==> config.mk <==
export PLATFORM = sky130hd
export DESIGN_NAME = boot_load_ctrl
export DESIGN_NICKNAME = d
export VERILOG_FILES = /design/src/rtl/boot_pkg.sv /design/src/rtl/boot_timer.sv /design/src/rtl/boot_load_ctrl.sv
export SDC_FILE = /design/constraint.sdc
export NUM_CORES = 1
export LEC_CHECK = 0
export ABC_AREA = 0
export CELL_PAD_IN_SITES_DETAIL_PLACEMENT = 1
export CELL_PAD_IN_SITES_GLOBAL_PLACEMENT = 2
export CORE_AREA = 2 2 138 140
export DETAILED_ROUTE_END_ITERATION = 6
export DIE_AREA = 0 0 140 142
export PLACE_DENSITY = 0.8
export SYNTH_ARGS = -nofsm -noshare
export SYNTH_HDL_FRONTEND = slang
export SYNTH_HIERARCHICAL = 1
export SYNTH_SLANG_ARGS = --single-unit
==> constraint.sdc <==
create_clock -name clk -period 2.2 [get_ports clk]
set_input_delay 0.66 -clock clk [delete_from_list [all_inputs] [get_ports clk]]
set_output_delay 0.66 -clock clk [all_outputs]
set_load 0.1 [all_outputs]
==> src/rtl/boot_pkg.sv <==
// rtl/boot_pkg.sv - boot loader states and frame constants; S_CHK exists only with BOOT_CHECKSUM_EN
package boot_pkg;

  localparam int WORD_BYTES = 4;
  localparam int LEN_BYTES  = 2;

  typedef enum logic [2:0] {
    S_LEN_LO,
    S_LEN_HI,
    S_DATA,
`ifdef BOOT_CHECKSUM_EN
    S_CHK,
`endif
    S_DONE,
    S_ERROR
  } boot_state_t;

endpackage

==> src/rtl/boot_timer.sv <==
// rtl/boot_timer.sv - inter-byte idle timer; expired_o flags the TIMEOUT_CYC-th idle cycle
module boot_timer #(
  parameter int unsigned TIMEOUT_CYC = 4_000_000
) (
  input  logic clk_i,
  input  logic reset_i,
  input  logic clr_i,
  input  logic en_i,
  output logic expired_o
);

  localparam int unsigned CW = $clog2(TIMEOUT_CYC + 1);

  logic [CW-1:0] cnt_q, cnt_d;

  // A clear in the terminal cycle masks expiry, so an arriving byte always wins
  assign expired_o = en_i && !clr_i && (cnt_q == CW'(TIMEOUT_CYC - 1));

  always_comb begin
    cnt_d = cnt_q;
    if (clr_i || !en_i) begin
      cnt_d = '0;
    end else if (!expired_o) begin
      cnt_d = cnt_q + 1'b1;
    end
  end

  always_ff @(posedge clk_i) begin
    if (reset_i) begin
      cnt_q <= '0;
    end else begin
      cnt_q <= cnt_d;
    end
  end

endmodule

==> src/rtl/boot_load_ctrl.sv <==
// rtl/boot_load_ctrl.sv - UART boot loader writing a length-prefixed frame into imem; BOOT_CHECKSUM_EN adds a trailing XOR byte
module boot_load_ctrl
  import boot_pkg::*;
#(
  parameter int          ADDR_W      = 10,
  parameter int unsigned TIMEOUT_CYC = 4_000_000
) (
  input  logic              clk,
  input  logic              reset,
  input  logic              rx_valid,
  input  logic [7:0]        rx_data,
  output logic              imem_we,
  output logic [ADDR_W-1:0] imem_addr,
  output logic [31:0]       imem_wdata,
  output logic              cpu_hold,
  output logic              load_done,
  output logic              load_err,
  output logic [ADDR_W:0]   words_loaded
);

  localparam int LW = ADDR_W + 1;

  boot_state_t            state_q;
  logic [7:0]             len_lo_q;
  logic [LW-1:0]          len_q;
  logic [LW-1:0]          words_q;
  logic [1:0]             idx_q;
  logic [23:0]            part_q;
  logic                   we_q;
  logic [ADDR_W-1:0]      addr_q;
  logic [31:0]            wdata_q;
  logic                   hold_q;
  logic                   done_q;
  logic                   err_q;
  logic [8*LEN_BYTES-1:0] len_d;
  logic                   len_too_big;
  logic                   tmr_en;
  logic                   expired;
`ifdef BOOT_CHECKSUM_EN
  logic [7:0]             csum_q;
`endif

  assign len_d       = {rx_data, len_lo_q};
  assign len_too_big = 32'(len_d) > (32'd1 << ADDR_W);

  always_comb begin
    tmr_en = (state_q == S_LEN_HI) || (state_q == S_DATA);
`ifdef BOOT_CHECKSUM_EN
    if (state_q == S_CHK) tmr_en = 1'b1;
`endif
  end

  boot_timer #(
    .TIMEOUT_CYC(TIMEOUT_CYC)
  ) u_timer (
    .clk_i    (clk),
    .reset_i  (reset),
    .clr_i    (rx_valid),
    .en_i     (tmr_en),
    .expired_o(expired)
  );

  always_ff @(posedge clk) begin
    if (reset) begin
      state_q  <= S_LEN_LO;
      len_lo_q <= '0;
      len_q    <= '0;
      words_q  <= '0;
      idx_q    <= '0;
      part_q   <= '0;
      we_q     <= 1'b0;
      addr_q   <= '0;
      wdata_q  <= '0;
      hold_q   <= 1'b1;
      done_q   <= 1'b0;
      err_q    <= 1'b0;
`ifdef BOOT_CHECKSUM_EN
      csum_q   <= '0;
`endif
    end else begin
      we_q <= 1'b0;
      case (state_q)
        S_LEN_LO: begin
          if (rx_valid) begin
            len_lo_q <= rx_data;
            state_q  <= S_LEN_HI;
          end
        end
        S_LEN_HI: begin
          if (rx_valid) begin
            if (len_d == '0) begin
`ifdef BOOT_CHECKSUM_EN
              state_q <= S_CHK;
`else
              state_q <= S_DONE;
              hold_q  <= 1'b0;
              done_q  <= 1'b1;
`endif
            end else if (len_too_big) begin
              state_q <= S_ERROR;
              err_q   <= 1'b1;
            end else begin
              len_q   <= LW'(len_d);
              state_q <= S_DATA;
            end
          end else if (expired) begin
            state_q <= S_ERROR;
            err_q   <= 1'b1;
          end
        end
        S_DATA: begin
          // words_q == len_q only in the write cycle of the final word
          if (words_q == len_q) begin
`ifdef BOOT_CHECKSUM_EN
            if (rx_valid) begin
              if (rx_data == csum_q) begin
                state_q <= S_DONE;
                hold_q  <= 1'b0;
                done_q  <= 1'b1;
              end else begin
                state_q <= S_ERROR;
                err_q   <= 1'b1;
              end
            end else if (expired) begin
              state_q <= S_ERROR;
              err_q   <= 1'b1;
            end else begin
              state_q <= S_CHK;
            end
`else
            state_q <= S_DONE;
            hold_q  <= 1'b0;
            done_q  <= 1'b1;
`endif
          end else if (rx_valid) begin
            idx_q <= idx_q + 2'd1;
`ifdef BOOT_CHECKSUM_EN
            csum_q <= csum_q ^ rx_data;
`endif
            if (idx_q == 2'(WORD_BYTES - 1)) begin
              we_q    <= 1'b1;
              addr_q  <= words_q[ADDR_W-1:0];
              wdata_q <= {rx_data, part_q};
              words_q <= words_q + 1'b1;
            end else begin
              part_q <= {rx_data, part_q[23:8]};
            end
          end else if (expired) begin
            state_q <= S_ERROR;
            err_q   <= 1'b1;
          end
        end
`ifdef BOOT_CHECKSUM_EN
        S_CHK: begin
          if (rx_valid) begin
            if (rx_data == csum_q) begin
              state_q <= S_DONE;
              hold_q  <= 1'b0;
              done_q  <= 1'b1;
            end else begin
              state_q <= S_ERROR;
              err_q   <= 1'b1;
            end
          end else if (expired) begin
            state_q <= S_ERROR;
            err_q   <= 1'b1;
          end
        end
`endif
        default: ;
      endcase
    end
  end

  assign imem_we      = we_q;
  assign imem_addr    = addr_q;
  assign imem_wdata   = wdata_q;
  assign cpu_hold     = hold_q;
  assign load_done    = done_q;
  assign load_err     = err_q;
  assign words_loaded = words_q;

endmodule
==> flow_summary.toml <==
[floorplanning]
die_y_microns = 142
die-area_sq_um = 19880
core_area_sq_um = 18460
row_count = 50
die_w_microns = 140
initial_core_util_pct = 29.51
pin_count = 68

[placed_design]
numPortBuffers = 67
finalWeightedCongestion = 0.8149
dp_slack_ps = -593.4
dpl_cell_area_sq_um = 6837
hpwl_mm = 10.86

[route]
wl_mm = 15.44
drt_pre_antenna_iters = 6
wl_per_cell_microns = 16.40
via_count = 4623
ant_nets = 0
vias_per_cell = 4.913
drcViolationCount = 3
drt-initial-drc-count = 211

[cts]
ctsHoldBuffers = 0
numCtsBuffers = 17
clk_pin_slew_worst_paths_ps = 60
clk-insertion-delay-late_ps = 420
clockRootBuffer = "clkbuf_16"
cts_max_level = 4
cts_max_path_buffers = 2
cts_tree = "yes"
cts_num_sinks = 127

[timing]
hold_ws_ps = 457.7
fin_setup_tns_ps = 0
timing.final.crit_share_pct = 99.49
slew-limit-headroom_pct = 61.87
timing.final.ws_setup_ps = 11.17
fmax_ghz = 0.4569
hold_viol_final = 0
rsz0062_at_grt = "true"
min_period_ps = 2189
setup_violations = 0
worst_pin_slew_ps = 570.8
drv_slew = 0
finClkSkew_ps = 8.784

[cells_and_area]
diodes = 0
drive_above_1_share_pct = 28.43
area_delta_synth_final_pct = 38.44
final_area_sq_um = 7538
finalNetCount = 709

[synthesis]
synthArstFlopShare_pct = 0
synth_edf_count = 0
syn_inst = 581
synth_common_cells = "127 x dfxtp_1, 124 x nand2_1, 85 x mux2i_1"
syn_nets = 595
synth.area.top_cells = "dfxtp_1 47%, mux2i_1 16%, nand2_1 8.5%"
ys_ff_latch = 127
synth.cell_area_sq_um = 5445
yosysMostFrequentCell = "dfxtp_1"
synth_top_area_share_pct = 46.69
postSynthAreaPerCell_sq_um = 9.372
yosysUniqueCellTypes = 54
yosysWarnings = 6
synth_largest_area_cell = "dfxtp_1"
synthFlopType = "dfxtp_1"
seq_area_frac_synth_pct = 46.69

[worst_setup_path]
r2r_cells = 9
rrSetupSlack_ps = 100
cp-start-kind = "input pin"
cp.required_ps = 2490
path_max_fanout = 3
cp.arrival_ps = 2480
end_kind = "register"
critPathKind = "input pin to register"

[global_route]
antenna_found_initial = 0
track_usage_pct = 15.62
overflow = 0
grt_pass1_wl_mm = 24.94
grt_pass1_vias = 4930
grt_max_degree = 41

[run_status]
failed_checks = "design-rule violations"
status = "finished, violations left"

[flow_run]
maxCapViolations = 0

[pwr]
power_mw = 5.314
power.density_nw_per_um2 = 704.9
peakVddDrop_mv = 0.5121
leakagePower_nw = 3.273

[worst_hold_path]
hold_path_depth = 2
hold_class = "register to register"
-- stage by stage --
step                      std cells  utilization [%]
after floorplan                 581                -
after global placement          907            37.04
after detailed placement        907            37.04
after CTS                       939            40.29
after global routing            941            40.85
final                           941            40.85
-- power breakdown --
part           internal (mW)  leakage (nW)  switching (mW)
combinational          0.103          1.98           0.137
clock                   1.67         0.266            1.08
sequential              2.31          1.03          0.0125
-- layer usage --
layer / up-vias / wire, microns / track usage [%]
li1: 2281 / - / -
met1: 2249 / 7100 / 18.77
met2: 69 / 7630 / 27.38
met3: 24 / 399 / 3.466
met4: 0 / 305 / 6.007
met5: - / 0 / 0
-- worst paths after layout --
path / to / from
setup / recovery: state_q[1]$_SDFFE_PP0P_ / rx_valid
hold / removal: imem_wdata[1]$_SDFFE_PP0P_ / imem_wdata[1]$_SDFFE_PP0P_
setup reg to reg: state_q[1]$_SDFFE_PP0P_ / state_q[1]$_SDFFE_PP0P_
hold reg to reg: imem_wdata[1]$_SDFFE_PP0P_ / imem_wdata[1]$_SDFFE_PP0P_
-- state kept, by name, summed over array words and instances, names as in the netlist --
register       count
imem_wdata        32
part_q            24
u_timer/cnt_q     22
len_q             11
words_loaded      11
imem_addr         10
len_lo_q           8
state_q            3
idx_q              2
cpu_hold           1
imem_we            1
load_done          1
load_err           1
-- area by class of cell --
cell class / instances / area [sq um]
multi-input cells: 419 / 2819
clock buffers: 19 / 432.9
fillers: 2073 / 10920
well taps: 234 / 292.8
flip-flops and latches: 127 / 2559
repair buffers: 127 / 1285
clock inverters: 12 / 138.9
inverters: 3 / 11.26
-- repair_timing --
action                                  CTS  global route
pin swaps                                 4             2
cloned                                    1             1
setup buffers                             0             1
gates resized for setup                   6            13
endpoints found under the setup margin   15            29
-- critical path, stage by stage --
cell	delay, ps
clkdlybuf4s50_1	450
nand4b_1	260
nor4_2	200
nor4b_2	250
buf_4	160
nand2_2	80
o311ai_1	280
o211ai_1	140
-- kinds of logic after synthesis --
logic type / Yosys count / share of synthesized area [%]
buf+inv: 36 / 3.492
fa+ha+maj: 3 / 0.6894
xor+xnor: 17 / 2.734
simple gates: 253 / 23.67
flops: 127 / 46.69
mux: 86 / 15.83
compound gates: 59 / 6.893
-- cell usage in the layout (no fill, tap or decap), types with 9 or more instances in the layout --
cell type | netlist | routed
a21oi_1 | 19 | 19
buf_12 | 0 | 23
buf_4 | 0 | 92
clkbuf_16 | 0 | 18
dfxtp_1 | 127 | 116
dfxtp_2 | 0 | 10
mux2i_1 | 85 | 85
nand2_1 | 124 | 122
nand3_1 | 18 | 18
nor2_1 | 31 | 30
nor4_1 | 11 | 9
o21ai_0 | 13 | 13
xor2_1 | 11 | 11
No activity file was read; power rests on OpenSTA's default activity.
